$ cat src/rtl/req_enc_pkg.sv
// Shared types and helpers for the request encoder and its selectors.
// Provides the index and request-vector types and the output-state encoding.
package req_enc_pkg;

  localparam int NUM_SRC = 4;

  typedef logic [1:0]         idx_t;
  typedef logic [NUM_SRC-1:0] reqv_t;

  typedef enum logic {
    EMPTY = 1'b0,
    HOLD  = 1'b1
  } out_state_e;

  // One-hot mask for a source index.
  function automatic reqv_t idx_onehot(input idx_t idx);
    idx_onehot = reqv_t'(4'b0001) << idx;
  endfunction

endpackage

$ cat src/rtl/req_encoder4x2_rr_pick4.sv
// Combinational 4-way selector: round-robin starting after ptr, or lowest index first.
// Reusable by other arbiters; found=0 means no candidate in pending.
module rr_pick4
  import req_enc_pkg::*;
(
  input  logic [3:0] pending,
  input  logic [1:0] ptr,
  input  logic       rr_en,
  output logic       found,
  output logic [1:0] sel
);

  idx_t cand_s;

  // Scan from lowest to highest priority so the last hit is the winner.
  always_comb begin
    found  = 1'b0;
    sel    = 2'd0;
    cand_s = 2'd0;
    if (rr_en) begin
      for (int k = 4; k >= 1; k--) begin
        cand_s = ptr + k[1:0];
        if (pending[cand_s]) begin
          found = 1'b1;
          sel   = cand_s;
        end else begin
          found = found;
        end
      end
    end else begin
      for (int k = 3; k >= 0; k--) begin
        if (pending[k]) begin
          found = 1'b1;
          sel   = k[1:0];
        end else begin
          found = found;
        end
      end
    end
  end

endmodule

$ cat src/rtl/req_encoder4x2.sv
// Sequential 4-to-2 request encoder: captures request pulses into a pending set and
// serialises them as 2-bit indices over a registered valid/ready output.
module req_encoder4x2
  import req_enc_pkg::*;
#(
  parameter int RR_EN = 1
)(
  input  logic       clk,
  input  logic       rst_n,
  input  logic [3:0] req,
  input  logic       out_ready,
  output logic       out_valid,
  output logic [1:0] out_idx,
  output logic [3:0] pending,
  output logic [3:0] overflow
);

  localparam logic RR_BIT = (RR_EN != 0) ? 1'b1 : 1'b0;

  out_state_e state_r, state_nxt_s;
  reqv_t      pending_r, pending_nxt_s;
  reqv_t      overflow_r, overflow_nxt_s;
  idx_t       idx_r, idx_nxt_s;
  idx_t       ptr_r, ptr_nxt_s;
  reqv_t      load_mask_s;
  logic       load_ok_s;
  logic       found_s;
  idx_t       sel_s;

  rr_pick4 u_pick (
    .pending (pending_r),
    .ptr     (ptr_r),
    .rr_en   (RR_BIT),
    .found   (found_s),
    .sel     (sel_s)
  );

  // Output slot may be (re)loaded when empty or when the held index is being taken.
  always_comb begin
    load_ok_s = 1'b0;
    case (state_r)
      EMPTY:   load_ok_s = 1'b1;
      HOLD:    load_ok_s = out_ready;
      default: load_ok_s = 1'b0;
    endcase
  end

  // Next-state, load mask, and capture of new pulses into the pending set.
  always_comb begin
    state_nxt_s    = state_r;
    idx_nxt_s      = idx_r;
    ptr_nxt_s      = ptr_r;
    load_mask_s    = 4'b0000;
    if (load_ok_s && found_s) begin
      state_nxt_s = HOLD;
      idx_nxt_s   = sel_s;
      ptr_nxt_s   = sel_s;
      load_mask_s = idx_onehot(sel_s);
    end else if (load_ok_s) begin
      state_nxt_s = EMPTY;
    end else begin
      state_nxt_s = state_r;
    end
    // A pulse coinciding with its own load simply re-arms the bit; not a loss.
    pending_nxt_s  = (pending_r & ~load_mask_s) | req;
    overflow_nxt_s = overflow_r | (req & pending_r & ~load_mask_s);
  end

  // State and data registers; pointer resets to 3 so the first search starts at 0.
  always_ff @(posedge clk or negedge rst_n) begin
    if (!rst_n) begin
      state_r    <= EMPTY;
      idx_r      <= 2'd0;
      ptr_r      <= 2'd3;
      pending_r  <= 4'b0000;
      overflow_r <= 4'b0000;
    end else begin
      state_r    <= state_nxt_s;
      idx_r      <= idx_nxt_s;
      ptr_r      <= ptr_nxt_s;
      pending_r  <= pending_nxt_s;
      overflow_r <= overflow_nxt_s;
    end
  end

  assign out_valid = (state_r == HOLD);
  assign out_idx   = idx_r;
  assign pending   = pending_r;
  assign overflow  = overflow_r;

endmodule

$ cat config.mk
export PLATFORM = sky130hd
export DESIGN_NAME = req_encoder4x2
export DESIGN_NICKNAME = d
export VERILOG_FILES = /design/src/rtl/req_enc_pkg.sv /design/src/rtl/req_encoder4x2_rr_pick4.sv /design/src/rtl/req_encoder4x2.sv
export SDC_FILE = /design/constraint.sdc
export NUM_CORES = 1
export LEC_CHECK = 0
export BUFFER_PORTS_ARGS = -buffer_cell sky130_fd_sc_hd__buf_4
export CORE_UTILIZATION = 50
export DETAILED_ROUTE_END_ITERATION = 7
export PLACE_DENSITY = 0.77
export SYNTH_ARGS = -nofsm -noshare
export SYNTH_HDL_FRONTEND = slang
export SYNTH_SLANG_ARGS = --single-unit
$ cat constraint.sdc
create_clock -name clk -period 2.55 [get_ports clk]
set_clock_uncertainty 0.1 [all_clocks]
set_input_delay 0.1275 -clock clk [delete_from_list [all_inputs] [get_ports clk]]
set_output_delay 0.1275 -clock clk [all_outputs]
set_load 0.01 [all_outputs]
# Word level (Yosys, flattened, before mapping)
# Cells that the tools add are included.
# totals
ff_bits	13
mem_bits_ro	0
memories	0
output_inout_bits	11
ram_bits	0
in_bits	7
latchBits	0
# op_classes
n_mux	20
n_eq_ne	0
n_bitwise	7
multipliers	0
add_sub_neg	3
shift	1
reduce_logical	2
div	0
n_lt_le_gt_ge	4
# ops
op	n
$and 4x4->4	3
$lt 2x3->1 const B	4
$mux 1	10
$bmux 1 s2	4
$mux 2	4
$or 4x4->4	2
$add 2x2->2 const B	2
$mux 4	1
$not 4->4	1
$shl 1x2->4 const A	1
$add 2x1->2 const B	1
$pmux 1 s2	1
$reduce_bool 2->1	1
$logic_and 1x1->1	1
$not 1->1	1

# Longest topological paths before layout
# Gate-level depths: netlist of run 1.
# depth
ltp_word	11
ltp_mapped	5
ltp_nobuf	4

# By module
# A second synthesis of run 1 with hierarchy kept.
# hier_totals
cells_unflattened	53
area_unflattened_um2	610.6
# modules_own_cells
module	instances	seq_area_each_um2	area_per_inst_um2	cells_each
req_encoder4x2	1	327.8	514.2	38
rr_pick4	1	0.0	96.3	15

# Worst setup path after synthesis of run 1
# OpenSTA, ideal clock, no wires.
# synth_timing
path_kind	flip-flop to flip-flop
start	reg ptr_r[1]
end	reg overflow_r[3], in the netlist overflow[3]
n_path_buf	1
required_time_ns	2.317
setup_slack_ns	0.984
stages_incl_launch_ff	6
t_arrival_ns	1.334
path_cell_list	dfstp_2 > clkbuf_2 > nand2_1 > a311o_1 > o21bai_1 > o211ai_1
# synth_via
elab_chain_len	11
# synth_lines
item	line_no	rtl
start: declaration	req_encoder4x2.sv:24	idx_t ptr_r, ptr_nxt_s;
start signal: assignment	req_encoder4x2.sv:80	ptr_r <= ptr_nxt_s;
$add 2x2->2 / $bmux 1 s2 (equally long branches)	req_encoder4x2_rr_pick4.sv:22, req_encoder4x2_rr_pick4.sv:23	
$bmux 1 s2 / $mux 1 (equally long branches)	req_encoder4x2_rr_pick4.sv:23	if (pending[cand_s]) begin
$mux 1 (implied by the code) / $mux 2 (equally long branches)	req_encoder4x2_rr_pick4.sv:23	
$mux 2 / $mux 1 (equally long branches) (3 in a row)	req_encoder4x2_rr_pick4.sv:23	
$shl 1x2->4 / $logic_and 1x1->1 (equally long branches)	req_enc_pkg.sv:17, req_encoder4x2.sv:54	
$mux 4 *	req_encoder4x2.sv:54	if (load_ok_s && found_s) begin
$not 4->4 *	req_encoder4x2.sv:66	overflow_nxt_s = overflow_r | (req & pending_r & ~load_mask_s);
$and 4x4->4 *	req_encoder4x2.sv:66	
$or 4x4->4 *	req_encoder4x2.sv:66	
via overflow_nxt_s[3]	req_encoder4x2.sv:22	reqv_t overflow_r, overflow_nxt_s;
end signal: assignment	req_encoder4x2.sv:82	overflow_r <= overflow_nxt_s;
end: declaration	req_encoder4x2.sv:22	
# The timed path passes the listed nets; every way through them passes the cells marked *. The select of a mux whose other input is x is not followed.
# A chain may end at the register's enable or synchronous reset.

# Final worst setup path of run 1
# layout_timing
start	reg ptr_r[1]
end	reg pending_r[2], in the netlist pending[2]
# layout_via
elab_chain_len	11
# layout_lines
item	line_no	rtl
$add 2x2->2 / $bmux 1 s2 (equally long branches)	req_encoder4x2_rr_pick4.sv:22, req_encoder4x2_rr_pick4.sv:23	
$bmux 1 s2 / $mux 1 (equally long branches)	req_encoder4x2_rr_pick4.sv:23	
$mux 1 (implied by the code) / $mux 2 (equally long branches)	req_encoder4x2_rr_pick4.sv:23	
$mux 2 / $mux 1 (equally long branches) (3 in a row)	req_encoder4x2_rr_pick4.sv:23	
$shl 1x2->4 / $logic_and 1x1->1 (equally long branches)	req_enc_pkg.sv:17, req_encoder4x2.sv:54	
$mux 4 *	req_encoder4x2.sv:54	
$not 4->4 *	req_encoder4x2.sv:65	pending_nxt_s = (pending_r & ~load_mask_s) | req;
$and 4x4->4 *	req_encoder4x2.sv:65	
$or 4x4->4 *	req_encoder4x2.sv:65	
via pending_nxt_s[2]	req_encoder4x2.sv:21	reqv_t pending_r, pending_nxt_s;
end signal: assignment	req_encoder4x2.sv:81	pending_r <= pending_nxt_s;
end: declaration	req_encoder4x2.sv:21	
# Marks and branches as above.

==> run summary, run 1 <==
hpwl dp: 929.7 um
root buf cell: clkbuf_4
worst hold path class: input port to flip-flop
wire per inst: 12.52 um
max-slew violation count: 0
num rows: 12
crit path time final: 1.602 ns
Starting Density: 0.5606
CTS Buf Count: 3
max_slew headroom: 0.7126
NetSw: 0.0003979 W
CP Class: flip-flop to flip-flop
PortBufs: 17
commonest non-fill, non-tap cell in the layout: buf_4
DRC viols: 0
first-pass GRT wire length: 1.904 mm
Slowest-stage cell, CP: dfstp_2
Core ar.: 0.001156 mm^2
post-route ant nets: 0
sequential share of power: 0.400
r2r setup slk: 0.95 ns
Syn. warnings: 0
Critical Path RT: 2.60 ns
Peak Freq: 624.2 MHz
Worst Hold Path EP: pending[3]
count of different cell masters after synthesis: 25
Worst-Margin Slew: 0.4302 ns
die height: 38.01 um
antenna cell count: 0
part of the Yosys area used for sequential elements: 0.5058
switch share: 0.4207
max incr delay on CP: 0.60 ns
RR Startpoint: ptr_r[1]
final hold violations: 0
worst hold stages: 3
wire length on met1: 597 um
final setup margin: 0.9480 ns
number of DRC markers in iteration 0: 6
TritonCTS Sinks: 13
CP startpoint kind: flip-flop
Synth Area per Inst: 9.393 um^2
final core occ: 0.7089
layout cells sized above 1: 0.3146
cell family with most CP delay: flip-flops
Max Cap Viol: 0
R2R cell count: 4
Arr. time, crit path: 1.66 ns
Die ar.: 0.001444 mm^2
final RePlAce weighted congestion: 0.7858
Net Count, Synth: 76
CP endpoint kind: flip-flop
met2 wire len: 586 um
combinational share of power: 0.466
setup_tns: 0 ns
terminus of the critical flop-to-flop path: pending[2]
unrepaired setup endpoints after global routing: no
Vias/cell: 5.485
drt total wl: 1.290 mm
Post-Place Cells: 98
CTS tree: done
Post-Place Setup Slack: 0.9859 ns
Gate Count Post-Synth: 69
Pint: 0.0005479 W
number of synthesized register bits: 13
Buf/Inv on CP: 0
Area Overhead vs Synth: 26.45%
outcome: complete, no violations
power density cells: 1154 mW/mm^2
total track usage: 0.2030
post-route clock period utilization: 0.6282
Initial DRT Pass Iterations: 4
Top Metal Used: met4
via count: 565
final non-filler cell total: 103
mapped cell area: 648.1 um^2
critical path cell sequence: nand2_1, a311o_1, nor3_1, a21oi_1
Peak supply drop: 0.7034 mV
clock power share: 0.134
CTS max path bufs: 2
Worst-path clk slew: 0.07 ns
HP Start: req[3]
number of global-route vias before repair: 451
gr ovfl total: 0
H-tree depth: 1
fin nets: 97
I/O pins: 18
Clk Latency, worst-skew pair: 0.28 ns
met3 wire len: 67 um
largest net degree at the start of global routing: 14
commonest cells after routing, fill and taps aside: buf_4 (17), nor2_1 (13), dfrtp_1 (11), a21oi_1 (6)
Die Span X: 38.01 um
Leak Pwr: 0.3601 nW
CP max FO: 7
final setup violating endpoints: 0
initial antenna violation count: 0
## power groups by stage
stage          Sequential [W]  Clock, W  Combinational (W)
4_1_cts              0.000377  0.000131           0.000443
2_1_floorplan        0.000359         0           0.000317
3_5_place_dp         0.000381         0           0.000439
5_1_grt              0.000390  0.000140           0.000479
6_report             0.000378  0.000127           0.000441
3_3_place_gp         0.000377         0           0.000436
## per-layer routing
metal	vias to the layer above	GRT usage
met3	5	0.05233
li1	288	-
met1	255	0.2584
met2	17	0.2888
met4	0	0.1607
met5	-	0
## final cells by class
type | count | area, um^2
inverter | 3 | 11.26
tap | 14 | 17.52
multi-input combinational | 51 | 299.0
clock buffer | 4 | 26.28
sequential | 13 | 327.8
timing repair buffer | 18 | 137.6
fill | 92 | 336.6
## cells by family after synthesis
logic type             count (synthesis)  synth area share
and+or+nand+nor                       27            0.1931
AOI/OAI and AO/OA                     23            0.2529
DFF                                   13            0.5058
buffers and inverters                  5           0.03282
muxes                                  1           0.01544
## how the worst max path moves through the flow
| stage | slack, ns | from | depth (start not counted) | to |
|---|---|---|---|---|
| after floorplan | 0.98 | ptr_r[1] | 5 | overflow[3] |
| after global placement | 1.0 | ptr_r[1] | 4 | overflow[2] |
| after detailed placement | 0.99 | ptr_r[1] | 4 | overflow[3] |
| after CTS | 0.97 | ptr_r[1] | 4 | pending[2] |
| after global routing | 0.88 | pending[2] | 4 | overflow[0] |
| final | 0.95 | ptr_r[1] | 4 | pending[2] |
## registers in the layout (all words and copies together) (netlist names)
name	flops
ptr_r	2
overflow	4
pending	4
out_valid	1
out_idx	2
## metrics by stage
step	power (W)	hold WS [ns]	cell area (um^2)
after floorplan	0.0006756	-0.2681	648.1
after global placement	0.0008129	-0.1219	783.3
after detailed placement	0.0008199	-0.1187	783.3
after CTS	0.0009517	0.008006	819.5
after global routing	0.001010	0.03294	819.5
final	0.0009459	0.01963	819.5
## Yosys cell counts, drive strengths merged
master  number  area (um^2)
nor3         2        10.01
a21boi       1        7.510
o21bai       2        15.01
nor2        13        48.80
o21ai        2        17.52
o21a         1        7.510
and2b        1        8.760
o211ai       2        15.01
clkbuf       2        10.01
o22a         1        10.01
nor2b        1        6.260
mux2i        1        10.01
nand2b       3        18.77
dfstp        2        52.55
a21oi        6        30.03
nand3        1        5.000
nor4         1        6.260
a31oi        4        25.02
a311o        2        21.27
a21o         2        15.01
or2          1        6.260
nand2        4        15.01
inv          3        11.26
dfrtp       11        275.3
## worst reg2reg max path, cell delays in order (launching register included)
cell     delay, ns
dfstp_2       0.60
nand2_1       0.09
a311o_1       0.42
nor3_1        0.18
a21oi_1       0.10
## what timing repair did
item | in CTS | in global routing
resized for setup | 0 | 0
hold buffers | 1 | 0
hold endpoints to repair | 13 | 0
endpoints found under the setup margin | 0 | 0
buffers inserted | 0 | 0
Note: power is estimated with default switching activity, not from simulation.
==> run 2: changes to the inputs <==
- CORE_UTILIZATION: 50 -> 48
- PLACE_DENSITY: 0.77 -> 0.74
- clock period: 2.55 -> 1.7 ns (I/O delays scaled with it)
==> run summary, run 2 (synthesis results as in run 1) <==
Area Overhead vs Synth: 35.91%
final hold violations: 0
r2r setup slk: 0.09 ns
CTS Buf Count: 3
met2 usage: 0.3208
first-pass GRT wire length: 2.201 mm
met1 Track Usage GR: 0.3011
DRC viols: 0
Peak Freq: 622.6 MHz
Worst-path clk slew: 0.08 ns
# fillers: 85
via count: 592
Worst-Margin Slew: 0.3306 ns
initial antenna violation count: 0
post-route clock period utilization: 0.9448
TritonCTS Sinks: 13
CP startpoint kind: flip-flop
crit path time final: 1.606 ns
critical path cell sequence: nand2b_1, a21boi_0, o21a_1, a31oi_1
Leak Pwr: 0.3860 nW
I/O pins: 18
number of global-route vias before repair: 515
Starting Density: 0.5464
largest net degree at the start of global routing: 14
Buf/Inv on CP: 0
hold_ws: 0.07664 ns
terminus of the critical flop-to-flop path: overflow[0]
Slowest-stage cell, CP: dfrtp_1
die height: 38.75 um
GR Util met3: 0.05202
commonest non-fill, non-tap cell in the layout: buf_4
busiest grt layer: met2
CP max FO: 7
Die Span X: 38.75 um
Vias/cell: 5.431
outcome: complete, no violations
final core occ: 0.7426
drt total wl: 1.377 mm
max_slew headroom: 0.7776
number of DRC markers in iteration 0: 5
Peak supply drop: 1.030 mV
Initial DRT Pass Iterations: 4
max incr delay on CP: 0.48 ns
Max Cap Viol: 0
H-tree depth: 1
worst hold path class: input port to async pin
num rows: 12
final RePlAce weighted congestion: 0.7174
hpwl dp: 959.9 um
CTS max path bufs: 2
CP Class: flip-flop to flip-flop
gr ovfl total: 0
Die ar.: 0.001501 mm^2
CP endpoint kind: flip-flop
RR Startpoint: pending[2]
final setup violating endpoints: 0
Arr. time, crit path: 1.66 ns
post-route ant nets: 0
wire per inst: 12.63 um
root buf cell: clkbuf_4
cell family with most CP delay: compound AO/OA/AOI/OAI gates
Post-Place Setup Slack: 0.1350 ns
fin nets: 103
commonest cells after routing, fill and taps aside: buf_4 (19), nor2_1 (13), dfrtp_1 (11), a21oi_1 (6), dlygate4sd3_1 (5)
CTS tree: done
antenna cell count: 0
final setup margin: 0.09385 ns
R2R cell count: 4
Clk Latency, worst-skew pair: 0.28 ns
layout cells sized above 1: 0.3263
Critical Path RT: 1.75 ns
power density cells: 1655 mW/mm^2
max-slew violation count: 0
PortBufs: 17
total track usage: 0.2262
Setup Buffers After CTS: 0
Core ar.: 0.001186 mm^2
==> run 2: cell type report <==
type / instances / area, um^2 / area share
Sequential cell: 13 / 327.8 / 0.3722
Multi-Input combinational cell: 51 / 305.3 / 0.3466
Timing Repair Buffer: 24 / 192.7 / 0.2188
Clock buffer: 4 / 26.28 / 0.02983
Tap cell: 14 / 17.52 / 0.01989
Inverter: 3 / 11.26 / 0.01278
==> run 2: how the worst max path moves through the flow <==
stage / start / endpoint / slack (ns) / cells past startpoint
after floorplan: ptr_r[1] / overflow[3] / 0.13 / 5
after global placement: ptr_r[0] / overflow[0] / 0.14 / 4
after detailed placement: ptr_r[0] / overflow[0] / 0.14 / 4
after CTS: ptr_r[0] / overflow[0] / 0.13 / 4
after global routing: pending[2] / overflow[0] / -0.04 / 4
final: pending[2] / overflow[0] / 0.09 / 4
==> run 2: power breakdown <==
| group | total (W) | switching (W) | internal (W) | leakage, nW |
|---|---|---|---|---|
| registers | 0.000563 | 0.000143 | 0.000420 | 0.126 |
| clock network | 0.000193 | 0.000102 | 0.0000911 | 0.0150 |
| logic | 0.000702 | 0.000372 | 0.000331 | 0.245 |
==> run 2: per-layer routing <==
layer  wire length (um)  share of wire
met4                 36          0.026
met5                  0              0
met1                668           0.49
met3                 48          0.035
met2                624           0.45
==> run 2: stage by stage <==
stage               setup TNS (ns)  std cells  total power (W)  instance area, um^2
detailed placement               0        100         0.001243                798.3
global route              -0.04847        109         0.001576                880.8
floorplan                        0         69         0.001013                648.1
global placement                 0        100         0.001240                798.3
CTS                              0        109         0.001444                874.6
finish                           0        109         0.001458                880.8
==> run 2: timing repair <==
action                                  4_1_cts  5_1_grt
resized for setup                             0        1
hold endpoints to repair                     17        0
hold buffers                                  5        0
endpoints found under the setup margin        0        1
==> run 2: worst register-to-register path: stages (launching register included) <==
cell,delay (ns)
dfrtp_1,0.48
nand2b_1,0.16
a21boi_0,0.32
o21a_1,0.29
a31oi_1,0.13
